`config.mk`:
```
export PLATFORM = sky130hd
export DESIGN_NAME = fifo_wr_arb
export DESIGN_NICKNAME = d
export VERILOG_FILES = /design/src/rtl/fifo_arb_pkg.sv /design/src/rtl/fifo_wr_arb_rr_pick.sv /design/src/rtl/fifo_wr_arb.sv
export SDC_FILE = /design/constraint.sdc
export NUM_CORES = 1
export LEC_CHECK = 0
export CAP_MARGIN = 15
export CORE_MARGIN = 2
export CORE_UTILIZATION = 35
export DETAILED_ROUTE_END_ITERATION = 8
export PLACE_DENSITY = 0.9
export SLEW_MARGIN = 10
export SYNTH_ARGS = -nofsm -noshare
export SYNTH_HDL_FRONTEND = slang
export SYNTH_SLANG_ARGS = --single-unit
export TNS_END_PERCENT = 5
```
`constraint.sdc`:
```
create_clock -name clk -period 2.18 [get_ports clk]
set_clock_uncertainty 0.05 [all_clocks]
set_input_delay 0.436 -clock clk [delete_from_list [all_inputs] [get_ports clk]]
set_output_delay 0.436 -clock clk [all_outputs]
set_load 0.01 [all_outputs]
```
`src/rtl/fifo_arb_pkg.sv`:
```
// Shared types and helpers for the FIFO write arbiter.
package fifo_arb_pkg;

   typedef enum logic {
      IDLE  = 1'b0,
      BURST = 1'b1
   } arb_state_t;

   // Modulo-n increment; wraps explicitly so non-power-of-two counts work.
   function automatic int unsigned rr_next(input int unsigned ptr, input int unsigned n);
      return (ptr + 32'd1 >= n) ? 32'd0 : ptr + 32'd1;
   endfunction

endpackage

```
`src/rtl/fifo_wr_arb_rr_pick.sv`:
```
// Combinational cyclic priority search: first set request at or after rr_ptr_i.
module rr_pick #(
   parameter int unsigned NUM_REQ = 4
) (
   input  logic [NUM_REQ-1:0]         req_i,
   input  logic [$clog2(NUM_REQ)-1:0] rr_ptr_i,
   output logic [$clog2(NUM_REQ)-1:0] winner_o,
   output logic                       any_req_o
);

   localparam int unsigned IDW = $clog2(NUM_REQ);

   always_comb begin
      winner_o  = '0;
      any_req_o = 1'b0;
      for (int unsigned i = 0; i < NUM_REQ; i++) begin
         int unsigned idx;
         idx = 32'(rr_ptr_i) + i;
         if (idx >= NUM_REQ) idx = idx - NUM_REQ;
         if (!any_req_o && req_i[IDW'(idx)]) begin
            winner_o  = IDW'(idx);
            any_req_o = 1'b1;
         end
      end
   end

endmodule

```
`src/rtl/fifo_wr_arb.sv`:
```
// Round-robin burst arbiter sharing one FIFO write port between NUM_REQ producers.
// Optional full-stall forced release: define FIFO_WR_ARB_FULL_TIMEOUT_EN.
module fifo_wr_arb
   import fifo_arb_pkg::*;
#(
   parameter int unsigned NUM_REQ   = 4,
   parameter int unsigned WIDTH     = 8,
   parameter int unsigned MAX_BURST = 4
`ifdef FIFO_WR_ARB_FULL_TIMEOUT_EN
  ,parameter int unsigned TIMEOUT   = 16
`endif
) (
   input  logic                       clk,
   input  logic                       rst,
   input  logic [NUM_REQ-1:0]         req,
   input  logic [NUM_REQ*WIDTH-1:0]   req_data,
   output logic [NUM_REQ-1:0]         ack,
   input  logic                       fifo_full,
   output logic                       fifo_w_EN,
   output logic                       fifo_inDvalid,
   output logic [WIDTH-1:0]           fifo_data,
   output logic [$clog2(NUM_REQ)-1:0] grant_id,
   output logic                       busy
`ifdef FIFO_WR_ARB_FULL_TIMEOUT_EN
  ,output logic                       timeout_pulse
`endif
);

   localparam int unsigned IDW  = $clog2(NUM_REQ);
   localparam int unsigned CNTW = $clog2(MAX_BURST + 1);

   arb_state_t      state_q, state_d;
   logic [IDW-1:0]  rr_ptr_q, rr_ptr_d;
   logic [IDW-1:0]  grant_q, grant_d;
   logic [CNTW-1:0] burst_cnt_q, burst_cnt_d;

   logic [IDW-1:0]   winner;
   logic             any_req;
   logic             req_g;
   logic             write;
   logic             release_c;
   logic [WIDTH-1:0] slices [NUM_REQ];

   for (genvar g = 0; g < NUM_REQ; g++) begin : g_slice
      assign slices[g] = req_data[g*WIDTH +: WIDTH];
   end

   rr_pick #(.NUM_REQ(NUM_REQ)) u_rr_pick (
      .req_i     (req),
      .rr_ptr_i  (rr_ptr_q),
      .winner_o  (winner),
      .any_req_o (any_req)
   );

`ifdef FIFO_WR_ARB_FULL_TIMEOUT_EN
   localparam int unsigned STW = $clog2(TIMEOUT + 1);
   logic [STW-1:0] stall_q, stall_d;
   logic           stall;
   logic           timeout_c;

   // Consecutive full-stall cycles of the current owner.
   always_comb begin
      stall     = (state_q == BURST) && req_g && fifo_full;
      timeout_c = stall && (stall_q == STW'(TIMEOUT - 1));
      stall_d   = '0;
      if (stall && !timeout_c) stall_d = stall_q + STW'(1);
   end

   always_ff @(posedge clk) begin
      if (rst) stall_q <= '0;
      else     stall_q <= stall_d;
   end

   assign timeout_pulse = timeout_c && !rst;
`else
   logic timeout_c;
   assign timeout_c = 1'b0;
`endif

   // Next-state and write decode.
   always_comb begin
      state_d     = state_q;
      rr_ptr_d    = rr_ptr_q;
      grant_d     = grant_q;
      burst_cnt_d = burst_cnt_q;
      req_g       = req[grant_q];
      write       = 1'b0;
      release_c   = 1'b0;
      unique case (state_q)
         IDLE: begin
            if (any_req) begin
               grant_d     = winner;
               burst_cnt_d = '0;
               state_d     = BURST;
            end
         end
         BURST: begin
            write = req_g && !fifo_full && !rst;
            if (write) burst_cnt_d = burst_cnt_q + CNTW'(1);
            release_c = !req_g || timeout_c ||
                        (write && (burst_cnt_q == CNTW'(MAX_BURST - 1)));
            if (release_c) begin
               state_d     = IDLE;
               burst_cnt_d = '0;
               rr_ptr_d    = IDW'(rr_next(32'(grant_q), NUM_REQ));
            end
         end
         default: state_d = IDLE;
      endcase
   end

   always_ff @(posedge clk) begin
      if (rst) begin
         state_q     <= IDLE;
         rr_ptr_q    <= '0;
         grant_q     <= '0;
         burst_cnt_q <= '0;
      end else begin
         state_q     <= state_d;
         rr_ptr_q    <= rr_ptr_d;
         grant_q     <= grant_d;
         burst_cnt_q <= burst_cnt_d;
      end
   end

   always_comb begin
      ack          = '0;
      ack[grant_q] = write;
   end

   assign fifo_w_EN     = write;
   assign fifo_inDvalid = write;
   assign busy          = (state_q == BURST);
   assign grant_id      = grant_q;
   assign fifo_data     = busy ? slices[grant_q] : '0;

endmodule

```
==> impl_metrics.ini, run 1 <==
[setup_path]
crit_required_ps = 1690
ff2ff_setup_slack_ps = 310
cp-end-kind = output port
crit_type = primary input to output port
cp_data_arrival_time_ps = 1650
worst_setup_path_start_kind = primary input
path_max_fanout = 5

[placement]
hpwlAfterDp_um = 2260
gp_congestion = 0.755
port_buffers = 55

[synthesis]
synth_area_leader_cell = mux4_2
synth_area_leaders = mux4_2, dfxtp_1, and2_1
ys_seq_elements = 8
async_reset_ff_frac = 0
syn_nets = 127
yosysSeqAreaShare = 0.197
synth-main-ff-cell = dfxtp_1
synth_edf_count = 0
postSynthCellCount = 82
netlist.area_leader.share = 0.249
ys_types = 31
yosys_warnings = 0
synth_area_sq_um = 813
syn_area_per_cell_sq_um = 9.92
synth_common_cells = and2_1, mux4_2, dfxtp_1
yosysMostFrequentCell = and2_1

[timing]
period_share = 0.980
hold_slack_ps = 440
fmax_mhz = 468
slew_headroom = 0.736
fin_crit_ps = 2140
rsz0062_at_grt = true
maxSlewViolCount = 0
setup_viol = 0
tightest_slew_ps = 392
hold_viol = 0

[flow_run]
drv_cap = 0

[finish]
drive_above_1_share = 0.313
nets = 197
multi_input_area_sq_um = 631
seqCellArea_sq_um = 164
insertedDiodeCount = 0
areaGrowthSynthToFinish_pct = 79.5
fillCellCount = 190

[floorplanning]
core-area_sq_mm = 0.00221
row_count = 17
die_area_sq_mm = 0.00273
start_util = 0.368
die_x_um = 52.2
io_pins = 56
die_y_um = 52.2

[pwr]
p_leak_uw = 0.000605
power.density_mw_per_mm2 = 366
ir_drop_v = 0.000255
total_power_uw = 535

[cts]
clk_pin_slew_worst_paths_ps = 50
cts.htree.levels = 1
root_buffer = clkbuf_4
insertion_delay_ps = 250
cts_sinks = 8
cts_tree = yes
numCtsBuffers = 3
clock_path_buffers = 2

[grt]
grt_pass1_vias = 982
grt_use_total = 0.220
antenna_found_initial = 0
grt_max_degree = 16
grt_pass1_wl_um = 4330
grt-ovfl-total = 0

[route]
avgRoutedWirePerCell_um = 15.6
vias = 924
routed_via_density = 5.19
totalWireLength_um = 2780
firstDrtPassIters = 4
drtIter0Drc = 9
drc = 0
ant_nets = 0

[status]
status = complete, no violations

[worst_hold_path]
min_path_type = flop to flop
## worst paths after layout
kind | startpoint | end | depth (start not counted)
hold / removal | burst_cnt_q[2]$_SDFFE_PP0P_ | burst_cnt_q[2]$_SDFFE_PP0P_ | 1
setup / recovery | req[2] | ack[3] | 6
hold reg to reg | burst_cnt_q[2]$_SDFFE_PP0P_ | burst_cnt_q[2]$_SDFFE_PP0P_ | 1
setup reg to reg | burst_cnt_q[0]$_SDFFE_PP0P_ | rr_ptr_q[0]$_SDFFE_PP0P_ | 7
## critical path: stages
cell and delay (ps):
dlygate4sd2_1 250, mux4_2 520, nand2_4 100, nor3_4 50, and2_1 160, buf_2 130
## area by class of cell
type | instances | share of cell area
timing repair buffer | 69 | 0.404
multi-input combinational | 65 | 0.432
tap | 28 | 0.0240
sequential | 8 | 0.112
clock buffer | 3 | 0.0154
inverter | 5 | 0.0129
## logic make-up after synthesis
logic type / synth area share
simple gates: 0.232
compound gates: 0.151
mux: 0.274
buf+inv: 0.0539
flops: 0.197
fa+ha+maj: 0.0923
## through the flow
| stage | setup WS, ps | utilization | instance area [sq um] | std cells | TNS (ps) |
|---|---|---|---|---|---|
| floorplan | 249 | - | 813 | 82 | 0 |
| global route | -12.5 | 0.660 | 1460 | 178 | -12.5 |
| finish | 42.7 | 0.660 | 1460 | 178 | 0 |
| CTS | -11.2 | 0.675 | 1490 | 178 | -11.2 |
| detailed placement | -571 | 0.665 | 1470 | 173 | -5160 |
| global placement | -490 | 0.665 | 1470 | 173 | -4560 |
## cells in the final DEF, fill, tap and decap left out, types with 2 or more instances in the layout
| master | n |
|---|---|
| nor3_1 | 3 |
| a21oi_1 | 5 |
| buf_2 | 7 |
| nor3_4 | 2 |
| and2_1 | 12 |
| clkbuf_2 | 6 |
| dlygate4sd2_1 | 4 |
| mux2i_1 | 2 |
| nand2_1 | 2 |
| a22o_1 | 2 |
| dfxtp_1 | 7 |
| nor2_1 | 3 |
| inv_1 | 5 |
| nand3_1 | 2 |
| buf_4 | 13 |
| o31ai_1 | 2 |
| mux4_2 | 9 |
| clkbuf_4 | 3 |
| nand2b_1 | 2 |
| clkdlybuf4s50_1 | 37 |
| ha_1 | 6 |
## sequential cells by signal, summed over array words and instances (netlist names)
register / count
burst_cnt_q: 3
busy: 1
grant_id: 2
rr_ptr_q: 2
## metal layers
metal	track usage	routed length (um)
met3	0.0829	327
met1	0.198	959
met4	0.0641	45
met2	0.443	1450
met5	0	0
## where the power goes
| group | total (uW) | switching [uW] | internal (uW) |
|---|---|---|---|
| Combinational | 260 | 100 | 160 |
| Clock | 113 | 49.8 | 63.0 |
| Sequential | 162 | 7.49 | 154 |
| Total | 535 | 157 | 377 |
## timing repair
item / in CTS / in global routing
setup buffers: 1 / 0
gates cloned: 1 / 0
resized for setup: 49 / 8
hold buffers: 0 / 0
pin swaps: 3 / 1
setup endpoints to repair: 14 / 9
(Power assumes the default switching activity.)
==> inputs of run 2 (changes only) <==
MAX_ROUTING_LAYER = met4   (was unset)
==> run 2 against run 1 <==
  * Wire length fell by 0.18%
  * Clock power barely moved
  * Worst setup slack barely moved
  * Hold slack barely moved
  * Largest cell class unchanged
==> impl_metrics.ini, run 2 (synthesis gave the netlist of run 1 again) <==
[status]
status = complete, no violations

[setup_path]
ff2ff_setup_slack_ps = 310
worst_setup_path_start_kind = primary input
rr_startpoint = burst_cnt_q[0]$_SDFFE_PP0P_
crit_required_ps = 1690
cp_data_arrival_time_ps = 1650
reg2reg_depth = 7
cp-end-kind = output port
crit_type = primary input to output port
path_max_fanout = 5
r2r_end = rr_ptr_q[0]$_SDFFE_PP0P_

[pwr]
ir_drop_v = 0.000255
power.density_mw_per_mm2 = 366
p_leak_uw = 0.000605
total_power_uw = 535

[route]
firstDrtPassIters = 4
avgRoutedWirePerCell_um = 15.6
ant_nets = 0
drtIter0Drc = 9
totalWireLength_um = 2780
routed_via_density = 5.22
vias = 929
drc = 0

[timing]
hold_viol = 0
slew_headroom = 0.733
hold_slack_ps = 440
rsz0062_at_grt = true
period_share = 0.980
maxSlewViolCount = 0
tns_ps = 0
fin_crit_ps = 2140
fmax_mhz = 468
tightest_slew_ps = 396
worst_slack_ps = 42.6
setup_viol = 0

[floorplanning]
io_pins = 56
start_util = 0.368
core-area_sq_mm = 0.00221
die_area_sq_mm = 0.00273
row_count = 17
die_x_um = 52.2
die_y_um = 52.2

[worst_hold_path]
min_path_cells = 1
min_to = burst_cnt_q[2]$_SDFFE_PP0P_
min_from = burst_cnt_q[2]$_SDFFE_PP0P_
min_path_type = flop to flop

[grt]
grt_max_degree = 16
antenna_found_initial = 0
grt-ovfl-total = 0
grt_pass1_vias = 989
grt_pass1_wl_um = 4310
grt_use_total = 0.225

[placement]
hpwlAfterDp_um = 2260
gp_congestion = 0.765
port_buffers = 55
place_ws_ps = -571

[cts]
cts_hold_buf = 0
numCtsBuffers = 3
cts_tree = yes
insertion_delay_ps = 250
clk_pin_slew_worst_paths_ps = 50
cts_sinks = 8
root_buffer = clkbuf_4
clock_path_buffers = 2
cts.htree.levels = 1

[finish]
seqCellArea_sq_um = 164
fillCellCount = 190
final_common_cell = clkdlybuf4s50_1
areaGrowthSynthToFinish_pct = 79.5
drive_above_1_share = 0.313
layout_common_cells = clkdlybuf4s50_1, buf_4, and2_1
insertedDiodeCount = 0
regMostFlops = burst_cnt_q
final_core_util = 0.660
nets = 197
largest_register_ffs = 3
multi_input_area_sq_um = 631

[flow_run]
drv_cap = 0
-- run 2: worst max-delay path: stages --
cell	delay [ps]
dlygate4sd2_1	250
mux4_2	520
nand2_4	100
nor3_4	50
and2_1	160
buf_2	130
-- run 2: cell type report --
cell class | count | share of cell area
repair buffers | 69 | 0.404
flip-flops and latches | 8 | 0.112
well taps | 28 | 0.0240
clock buffers | 3 | 0.0154
multi-input cells | 65 | 0.432
inverters | 5 | 0.0129
-- run 2: timing repair --
item                       4_1_cts  5_1_grt
resized for setup               49        8
gates cloned                     1        0
pin swaps                        3        1
hold endpoints to repair         0        0
setup endpoints to repair       14        9
buffers inserted                 1        0
-- run 2: per-stage QoR --
| stage | instance area [sq um] | instances |
|---|---|---|
| after floorplan | 813 | 82 |
| after global placement | 1470 | 173 |
| after detailed placement | 1470 | 173 |
| after CTS | 1490 | 178 |
| after global routing | 1460 | 178 |
| final | 1460 | 178 |
-- run 2: metal layers --
layer,vias up,global-route usage,part of all wire
li1,446,-,-
met1,422,0.196,0.35
met2,53,0.443,0.52
met3,8,0.0829,0.11
met4,0,0.0641,0.021
met5,-,-,0
-- run 2: worst max path at each step --
stage,endpoint,cells after the start,start,slack (ps)
after floorplan,fifo_data[0],3,grant_id[0]$_SDFFE_PP0P_,250
after global placement,ack[0],6,req[1],-490
after detailed placement,ack[1],6,req[2],-570
after CTS,fifo_data[4],4,req_data[20],-10
after global routing,ack[0],6,req[2],-10
final,ack[3],6,req[2],40
-- run 2: report_power, final --
| part | internal [uW] | leakage [uW] | switching (uW) |
|---|---|---|---|
| Combinational | 160 | 0.000525 | 100 |
| Clock | 62.9 | 0.0000138 | 49.7 |
| Sequential | 154 | 0.0000660 | 7.53 |
| Total | 377 | 0.000605 | 157 |
==> inputs of run 3 (changes only) <==
SLEW_MARGIN = 30   (was 10)
==> results of run 3 <==
Same layout as run 2: the final DEF is identical, and so are final timing and power.
